===== src/rtl/team_button_conditioner.sv =====
// team_button_conditioner
//
// Conditions two raw, bouncy, active-low push-buttons (up/down) for team 1.
// It produces clean debounced levels, one-cycle press-edge pulses and a
// free-running movement strobe that paces vertical steps.
//
// Each raw input is first passed through a 2-flop synchronizer.
// It then feeds its own 4-state debounce FSM, so the two paths never interact.
// A new level is accepted only after it has been stable for DEBOUNCE_CYCLES
// synchronized cycles.
//
// Parameters:
//   DEBOUNCE_CYCLES  stable cycles needed to accept a new level (1..2^20-1)
//   STEP_PERIOD      clk cycles between movement strobes       (2..2^20-1)
//
// Ports:
//   clk              system clock, all state on the rising edge
//   rst_n            asynchronous active-low reset
//   raw_vu_n         raw up button, active-low, asynchronous, bouncy
//   raw_vd_n         raw down button, active-low, asynchronous, bouncy
//   team1_vu_button  debounced up level, active-low, registered
//   team1_vd_button  debounced down level, active-low, registered
//   team1_move_tick  one-cycle movement strobe, registered
//   team1_press_evt  one-cycle press pulses, bit1 = up, bit0 = down, registered

module team_button_conditioner #(
  parameter int DEBOUNCE_CYCLES = 50000,
  parameter int STEP_PERIOD     = 416667
) (
  input  logic       clk,
  input  logic       rst_n,
  input  logic       raw_vu_n,
  input  logic       raw_vd_n,
  output logic       team1_vu_button,
  output logic       team1_vd_button,
  output logic       team1_move_tick,
  output logic [1:0] team1_press_evt
);

  typedef enum logic [1:0] {
    RELEASED     = 2'd0,
    PRESS_PEND   = 2'd1,
    PRESSED      = 2'd2,
    RELEASE_PEND = 2'd3
  } btn_state_e;

  localparam logic [19:0] DB_LAST   = 20'(DEBOUNCE_CYCLES - 1);
  localparam logic [19:0] TICK_LAST = 20'(STEP_PERIOD - 1);

  // Index 1 is the up button and index 0 is the down button.
  // This matches the bit order of team1_press_evt.
  logic [1:0]  sync1_q, sync1_d;
  logic [1:0]  sync2_q, sync2_d;
  btn_state_e  state_q [2];
  btn_state_e  state_d [2];
  logic [19:0] cnt_q [2];
  logic [19:0] cnt_d [2];
  logic [1:0]  btn_q, btn_d;
  logic [1:0]  evt_q, evt_d;
  logic [19:0] tick_cnt_q, tick_cnt_d;
  logic        tick_q, tick_d;

  always_comb begin
    sync1_d = {raw_vu_n, raw_vd_n};
    sync2_d = sync1_q;
  end

  // The debounce FSMs below exit each pending state on the terminal count.
  // Because of that exit, the 20-bit counters can never wrap.
  // The debounced output is computed from the next state, so the level
  // change is registered on the same edge as the state change.
  always_comb begin
    for (int i = 0; i < 2; i++) begin
      state_d[i] = state_q[i];
      cnt_d[i]   = cnt_q[i];
      case (state_q[i])
        RELEASED: begin
          if (!sync2_q[i]) begin
            state_d[i] = PRESS_PEND;
            cnt_d[i]   = '0;
          end
        end
        PRESS_PEND: begin
          if (sync2_q[i]) begin
            state_d[i] = RELEASED;
            cnt_d[i]   = '0;
          end else if (cnt_q[i] == DB_LAST) begin
            state_d[i] = PRESSED;
            cnt_d[i]   = '0;
          end else begin
            cnt_d[i] = cnt_q[i] + 20'd1;
          end
        end
        PRESSED: begin
          if (sync2_q[i]) begin
            state_d[i] = RELEASE_PEND;
            cnt_d[i]   = '0;
          end
        end
        RELEASE_PEND: begin
          if (!sync2_q[i]) begin
            state_d[i] = PRESSED;
            cnt_d[i]   = '0;
          end else if (cnt_q[i] == DB_LAST) begin
            state_d[i] = RELEASED;
            cnt_d[i]   = '0;
          end else begin
            cnt_d[i] = cnt_q[i] + 20'd1;
          end
        end
        default: begin
          state_d[i] = RELEASED;
          cnt_d[i]   = '0;
        end
      endcase
      btn_d[i] = !((state_d[i] == PRESSED) || (state_d[i] == RELEASE_PEND));
    end
    // A press pulse fires only on the 1->0 transition of the debounced level.
    evt_d = btn_q & ~btn_d;
  end

  // The movement strobe comes from a free-running period counter.
  // It is registered so that it lands one cycle after the counter reads its last value.
  always_comb begin
    tick_d = (tick_cnt_q == TICK_LAST);
    if (tick_cnt_q == TICK_LAST) begin
      tick_cnt_d = '0;
    end else begin
      tick_cnt_d = tick_cnt_q + 20'd1;
    end
  end

  always_ff @(posedge clk or negedge rst_n) begin
    if (!rst_n) begin
      sync1_q    <= 2'b11;
      sync2_q    <= 2'b11;
      state_q[0] <= RELEASED;
      state_q[1] <= RELEASED;
      cnt_q[0]   <= '0;
      cnt_q[1]   <= '0;
      btn_q      <= 2'b11;
      evt_q      <= 2'b00;
      tick_cnt_q <= '0;
      tick_q     <= 1'b0;
    end else begin
      sync1_q    <= sync1_d;
      sync2_q    <= sync2_d;
      state_q[0] <= state_d[0];
      state_q[1] <= state_d[1];
      cnt_q[0]   <= cnt_d[0];
      cnt_q[1]   <= cnt_d[1];
      btn_q      <= btn_d;
      evt_q      <= evt_d;
      tick_cnt_q <= tick_cnt_d;
      tick_q     <= tick_d;
    end
  end

  assign team1_vu_button = btn_q[1];
  assign team1_vd_button = btn_q[0];
  assign team1_move_tick = tick_q;
  assign team1_press_evt = evt_q;

endmodule


===== config.mk =====
export PLATFORM = sky130hd
export DESIGN_NAME = team_button_conditioner
export DESIGN_NICKNAME = d
export VERILOG_FILES = /design/src/rtl/team_button_conditioner.sv
export SDC_FILE = /design/constraint.sdc
export NUM_CORES = 1
export LEC_CHECK = 0
export BUFFER_PORTS_ARGS = -buffer_cell sky130_fd_sc_hd__buf_2
export CAP_MARGIN = 20
export CORE_MARGIN = 3
export CORE_UTILIZATION = 46
export DETAILED_ROUTE_END_ITERATION = 12
export PLACE_DENSITY = 0.68
export SKIP_CTS_REPAIR_TIMING = 1
export SYNTH_ARGS = -nofsm -noshare
export SYNTH_HDL_FRONTEND = slang
export SYNTH_SLANG_ARGS = --single-unit

===== constraint.sdc =====
create_clock -name clk -period 2.1 [get_ports clk]
set_input_delay 0.105 -clock clk [delete_from_list [all_inputs] [get_ports clk]]
set_output_delay 0.105 -clock clk [all_outputs]
set_load 0.02 [all_outputs]

* After elaboration in Yosys (flattened, before gate mapping)
Index checks and enable logic that the tools add are counted.
** Storage, ports and cells
- Logic and storage cells :: 67
- Output and inout port bits :: 5
- Input port bits :: 4
- Flip-flop bits (word level) :: 73
** Operators by class
- Bitwise operators :: 2
- Equality and inequality tests :: 17
- Mux-type cells :: 27
- Reductions and logical operators :: 8
- Add/sub/neg operators :: 3
** Operator list (number)
- 20-bit two-way mux :: 11
- 20-bit case mux with 4 select lines :: 2
- 20-bit by 1-bit adder with 20-bit output, second input constant :: 3
- 20-bit by 16-bit == test with 1-bit output, second input constant :: 2
- 2-bit two-way mux :: 12
- 20-bit by 19-bit == test with 1-bit output, second input constant :: 1
- 2-bit == test, second input constant :: 8
- 2-bit case mux with 4 select lines :: 2
- 2-bit != test, second input constant :: 4
- 2-bit by 1-bit == test with 1-bit output, second input constant :: 2
- 2-bit zero test :: 2
- 2-bit AND reduction :: 2
- 2-bit AND :: 1
- 1-bit zero test :: 2
- 1-bit logical OR :: 2
- 2-bit NOT :: 1

* Longest topological paths before layout
Gate-level depths: netlist of run 1.
- Depth in word-level cells :: 9
- Mapped depth :: 8
- Depth with buffers taken out :: 6

* Least setup slack after synthesis of run 1
No wires, ideal clock.
- Path type :: register -> register
- From :: register cnt_q[7] (netlist name)
- To :: register cnt_q[10] (netlist name)
- Library setup time :: 0.121 ns
- Period minus slack after synthesis :: 1.946 ns
- Data arrival time :: 1.825 ns
- Required time :: 1.979 ns
- Stages on the path, launching flop included :: 7
- Path slack :: 0.154 ns
- Path buffers :: 1
- Path through :: dfrtp_1 > or4b_4 > nor4_4 > a21oi_2 > buf_6 > a21o_1 > a22o_1
** Between the ends
- Word-level cells in the longest chain between the ends :: 4
- Elaborated cells between the ends (all ways) :: 6
- Classes of those cells :: add/sub: 1; eq/ne: 1; mux: 4
** RTL lines
- start, declared :: line 56 : logic [19:0] cnt_q [2];
- 20-bit by 1-bit adder with 20-bit output or 20-bit by 16-bit == test with 1-bit output (tied branches)
- 20-bit two-way mux * :: line 87, 104
- 20-bit two-way mux (on tied branches) :: line 101, 84
- 20-bit case mux with 4 select lines * :: line 76 : case (state_q[i])
Mark *: on every way between the ends. The rest lies on a longest branch, timed or not.
A chain may end at the register's enable or synchronous reset.

* Worst setup path after layout of run 1
- From :: register cnt_q[5] (netlist name)
- To :: register cnt_q[16] (netlist name)
Same word-level chain as after synthesis.

==> results of run 1 <==
## kinds of logic (layout without fill, tap and decap cells)
group           Yosys count  after routing
compound gates           79             80
xor+xnor                 24             24
fa+ha+maj                 4              4
buf+inv                  22             64
flops                    73             73
mux                       6              6
simple gates            161            161
## worst paths after layout
path | start | cells after the start | end
min in group clk | sync1_q[1] | 0 | sync2_q[1]
max in group asynchronous | rst_n | 3 | btn_q[0]
worst min register to register | sync1_q[1] | 0 | sync2_q[1]
worst min-delay path | rst_n | 2 | cnt_q[17]
worst max-delay path | cnt_q[5] | 6 | cnt_q[16]
worst max register to register | cnt_q[5] | 6 | cnt_q[16]
## flip-flops by register name, indices dropped and copies added, names as in the netlist
signal / count
btn_q: 2
cnt_q: 40
state_q: 4
sync1_q: 2
sync2_q: 2
team1_move_tick: 1
team1_press_evt: 2
tick_cnt_q: 20
## critical path: cells and delay by family, from the launching register on
kind | cells | cell delay [ns]
compound gates | 2 | 0.35
buf+inv | 1 | 0.18
flops | 1 | 0.39
simple gates | 3 | 0.94
## layout make-up
class | count | area [µm²]
clock buffers | 12 | 165
clock inverters | 4 | 50.0
fillers | 666 | 3230
inverters | 10 | 37.5
multi-input cells | 275 | 1720
flip-flops and latches | 73 | 1830
well taps | 99 | 124
repair buffers | 38 | 288
## where the power goes
group / switching, µW / internal [µW]
Combinational: 79.0 / 46.1
Clock: 524 / 644
Sequential: 10.4 / 1420
Total: 613 / 2110
## cell usage in the layout (no fill, tap or decap), types with 3 or more instances in the layout
master,synthesis,layout
dfrtp_1,67,67
o21ai_0,14,14
dlygate4sd3_1,0,3
nor2_1,31,31
nor4_1,7,6
nand4_1,8,8
a31oi_1,21,21
or2_2,4,4
buf_4,0,27
or2b_1,3,3
nand3_1,30,30
a21oi_1,20,19
xnor2_1,14,14
ha_1,4,4
and4_1,3,3
clkbuf_8,0,12
xor2_1,10,10
or4_1,3,3
a22o_1,12,12
buf_2,1,7
nand2_1,35,35
dfstp_2,6,6
nor3_1,8,8
a41oi_1,4,4
inv_1,10,10
mux2i_1,4,4
and2_1,5,5
and3_1,10,10
## Yosys cell counts, drive strengths merged (3+ instances only)
master / instances
nor2: 31
dfstp: 6
and2: 5
a21oi: 21
clkbuf: 8
and3: 10
xor2: 10
or2: 4
ha: 4
a41oi: 4
a31oi: 21
inv: 10
mux2i: 4
nand4: 8
dfrtp: 67
or2b: 3
nor3: 8
or4: 3
and4: 3
nand3: 30
nand2: 35
nor4: 9
o21ai: 14
buf: 4
xnor2: 14
a22o: 12
## routing by layer
metal / routed length, µm / up-vias / share of wire
li1: - / 1429 / -
met4: 75 / 0 / 0.010
met5: 0 / - / 0
met3: 214 / 5 / 0.029
met1: 3520 / 1425 / 0.48
met2: 3460 / 31 / 0.48
## per-stage QoR
step / utilization / instance area [µm²] / power, µW / worst slack [ns] / cells
after global routing: 0.567 / 4220 / 2830 / 0.0225 / 511
after floorplan: - / 3640 / 1520 / 0.154 / 369
after detailed placement: 0.531 / 3950 / 1580 / 0.0408 / 491
after global placement: 0.531 / 3950 / 1580 / 0.0865 / 491
after CTS: 0.559 / 4170 / 2760 / 0.00951 / 507
final: 0.567 / 4220 / 2720 / 0.126 / 511
==> results.cfg, run 1 <==
[timing]
rsz0062_at_grt = no
setup_tns_ns = 0
relative_slew_slack = 0.605
hold_slack_ns = 0.222
final.setup_skew_ns = 0.0139
slew_limit_fails = 0
timing.final.crit_share = 0.940
timing_worst_slew_pin_value_ns = 0.590
timing.final.crit_period_ns = 1.97
finalSetupViolations = 0
max_freq_ghz = 0.507
timing_hold_violations_final = 0

[drt]
number_of_routed_nets_with_antenna_violations = 0
dr_vias = 2890
avgViaCountPerCell = 5.66
drcViolationCount = 0
drt-pass1-iter-count = 4
initialDrtViolationCount = 122
route.final.wire_length_um = 7270
wire_per_inst_um = 14.2

[worst_setup_path]
cpPeakStageDelay_ns = 0.57
required_ns = 2.33
worstPathMaxFanout = 10
timing.critical_path.slowest_stage_cell = or4_1
worstSetupEndpointType = flip-flop
crit_chain = or4_1 -> nor4_4 -> a21oi_4 -> buf_4 -> a32oi_1 -> nand2_1
cp-start-kind = flip-flop
crit_arrival_ns = 2.20
ff2ff_setup_slack_ns = 0.13
crit_type = reg -> reg

[global_routing]
busiest_layer = met2
grtUsageMet1 = 0.235
grt_pass1_vias = 2620
gr-usage-met3 = 0.0526
number_of_antenna_violations_at_the_first_check_in_global_routing = 0
grt_overflow = 0
grt_first_pass_wirelength_um = 12300
grt_use_total = 0.177
grt_start_max_net_pins = 44
grt_use_met2 = 0.275

[synthesis]
synth_ff_type = dfrtp_1
synthArstFlopShare = 1.00
synth_sequential_area_ratio = 0.504
synthDominantCellAreaShare = 0.461
number_of_flops_mapped_to_enable_cells_by_yosys = 0
mappedNetlistNets = 377
yosys.cell_types.count = 46
syn-instance-count = 369
synth_top_family_by_area = simple AND/OR/NAND/NOR gates
synth_compound_area_frac = 0.140
syn_area_per_cell_um2 = 9.85
synthAdderAreaFrac = 0.0138
synth_simple_gate_area_share = 0.237
ys_ff_latch = 73
synth-xor-area-share = 0.0578
ys_top_cells_by_area = dfrtp_1, dfstp_2, nand3_1, a31oi_1, nand2_1
synthesis.yosys.warnings = 0
post_synth_instance_area_um2 = 3640
synth_area_leader_cell = dfrtp_1
synth.area.mux_share = 0.0172

[floorplanning]
initial_utilization = 0.488
coreArea_um2 = 7450
die_h_um = 94.9
pin_count = 9
rows = 31
die_w_um = 94.9
die_outline_area_um2 = 9010

[cts]
cts_num_sinks = 73
clock_tree.buffer_depth = 2
cts_tree = yes
clkSlewWorstSetupHoldPaths_ns = 0.08
clk_latency_ns = 0.35
tritoncts_buffer_count = 9
cts-root-buf = clkbuf_8
htree_num_levels = 3

[power]
ir_worst_vdd_uv = 470
total_leakage_power_uw = 0.00191
power_density_nw_per_um2 = 646

[layout]
fin_nets = 415
area_delta_synth_final_pct = 16.0
drive_gt1_frac = 0.175
antenna-diode-count = 0

[status]
outcome = finished clean

[place]
final_wtd_congestion = 0.843
io_buffer_count = 8
hpwlAfterDp_um = 4930

[hold_path]
min_path_type = in -> async

[job]
max-cap-violations = 0
(Power assumes the default switching activity.)
==> inputs of run 2 (changes only) <==
--- a/config.mk
+++ b/config.mk
@@ -5,12 +5,13 @@
 export SDC_FILE = /design/constraint.sdc
 export NUM_CORES = 1
 export LEC_CHECK = 0
-export BUFFER_PORTS_ARGS = -buffer_cell sky130_fd_sc_hd__buf_2
+export BUFFER_PORTS_ARGS = -buffer_cell sky130_fd_sc_hd__buf_4
 export CAP_MARGIN = 20
 export CORE_MARGIN = 3
 export CORE_UTILIZATION = 46
 export DETAILED_ROUTE_END_ITERATION = 12
 export PLACE_DENSITY = 0.68
+export RECOVER_POWER = 25
 export SKIP_CTS_REPAIR_TIMING = 1
 export SYNTH_ARGS = -nofsm -noshare
 export SYNTH_HDL_FRONTEND = slang
==> results.cfg, run 2 (synthesis gave the netlist of run 1 again) <==
[status]
outcome = finished clean

[global_routing]
grt_start_max_net_pins = 47
grt_overflow = 0
grt_first_pass_wirelength_um = 12900
grt_pass1_vias = 2833
number_of_antenna_violations_at_the_first_check_in_global_routing = 0
grt_use_total = 0.181

[layout]
postLayoutCoreUtil = 0.583
final_cell_mix = dfrtp_1, buf_4, nand2_1
drive_gt1_frac = 0.193
mostFrequentLayoutCell = dfrtp_1
area_delta_synth_final_pct = 19.3
largest_reg_flops = 40
top_regs = cnt_q: 40 flops, tick_cnt_q: 20 flops, state_q: 4 flops
largest_register_by_flop_count = cnt_q
fin_nets = 423
final_cell_count_no_fill = 519
antenna-diode-count = 0

[timing]
timing.final.crit_share = 0.992
final.setup_skew_ns = 0.00742
hold_slack_ns = 0.358
finalSetupViolations = 0
max_freq_ghz = 0.480
timing_hold_violations_final = 0
timing_worst_slew_pin_value_ns = 1.18
slew_limit_fails = 0
relative_slew_slack = 0.213
timing.final.crit_period_ns = 2.08
rsz0062_at_grt = yes

[floorplanning]
die_outline_area_um2 = 9010
initial_utilization = 0.488
rows = 31
coreArea_um2 = 7450
die_w_um = 94.9
die_h_um = 94.9
pin_count = 9

[cts]
cts_num_sinks = 73
tritoncts_buffer_count = 9
cts_tree = yes
clk_latency_ns = 0.34
htree_num_levels = 3
clkSlewWorstSetupHoldPaths_ns = 0.08
clock_tree.buffer_depth = 2
cts-root-buf = clkbuf_8

[power]
power.share.combinational = 0.045
total_leakage_power_uw = 0.00197
power.share.switching = 0.210
pwr-share-clk = 0.462
power_density_nw_per_um2 = 669
power_uw = 2900
power.internal_uw = 2290
share_of_power_burned_in_registers = 0.493
power_switching_uw = 610
ir_worst_vdd_uv = 448

[worst_setup_path]
timing.critical_path.slowest_stage_cell = or4b_4
critical_path.top_delay_family = simple AND/OR/NAND/NOR gates
worstSetupEndpointType = flip-flop
required_ns = 2.32
cpPeakStageDelay_ns = 0.55
cp-start-kind = flip-flop
ff2ff_setup_slack_ns = 0.02
worstPathMaxFanout = 11
crit_chain = or4b_4 -> nor4_4 -> buf_4 -> a21oi_2 -> or2b_1 -> a31oi_1
crit_arrival_ns = 2.30
critical_path_buf_inv_count = 1
crit_type = reg -> reg

[place]
final_wtd_congestion = 0.870
io_buffer_count = 8
hpwlAfterDp_um = 5030
number_of_placed_cells_counting_well_taps = 496

[drt]
dr_vias = 2976
initialDrtViolationCount = 155
drcViolationCount = 0
wire_per_inst_um = 14.5
route.final.wire_length_um = 7510
drt-pass1-iter-count = 4
number_of_routed_nets_with_antenna_violations = 0
avgViaCountPerCell = 5.73

[job]
max-cap-violations = 0

[hold_path]
min_path_type = reg -> reg
==> run 2: power groups by stage <==
stage	clock network [µW]	logic, µW	registers (µW)
2_1_floorplan	0	62.7	1460
3_3_place_gp	0	121	1460
3_5_place_dp	0	125	1460
4_1_cts	1360	125	1430
5_1_grt	1430	147	1430
6_report	1340	130	1430
==> run 2: layout make-up <==
type,instances,area (µm²)
Tap cell,99,124
Inverter,10,37.5
Timing Repair Buffer,45,359
Fill cell,653,3110
Multi-Input combinational cell,276,1740
Clock buffer,11,141
Sequential cell,73,1830
Clock inverter,5,104
==> run 2: metal layers <==
| layer | part of all wire | GRT usage | vias to the layer above |
|---|---|---|---|
| li1 | - | - | 1444 |
| met1 | 0.47 | 0.239 | 1465 |
| met2 | 0.49 | 0.296 | 55 |
| met3 | 0.030 | 0.0279 | 12 |
| met4 | 0.018 | 0.0757 | 0 |
| met5 | 0 | 0 | - |
==> run 2: worst register-to-register path: stages (launching register included) <==
cell and delay [ns]:
dfrtp_1 0.38, or4b_4 0.55, nor4_4 0.42, buf_4 0.18
a21oi_2 0.13, or2b_1 0.21, a31oi_1 0.08
==> run 2: stage by stage <==
step,setup TNS (ns),cell area [µm²],setup WS [ns]
after global routing,-0.0888,4340,-0.0370
after detailed placement,-0.0139,4010,-0.0139
after CTS,-0.0428,4250,-0.0353
after floorplan,0,3640,0.154
final,0,4340,0.0163
after global placement,0,4010,0.0515
==> run 2: final timing paths <==
path | start | to | depth (start not counted)
worst max-delay path | cnt_q[7] | cnt_q[15] | 6
worst min-delay path | sync1_q[0] | sync2_q[0] | 0
worst max register to register | cnt_q[7] | cnt_q[15] | 6
worst min register to register | sync1_q[0] | sync2_q[0] | 0
max in group asynchronous | rst_n | sync1_q[0] | 3
min in group asynchronous | rst_n | tick_cnt_q[9] | 2
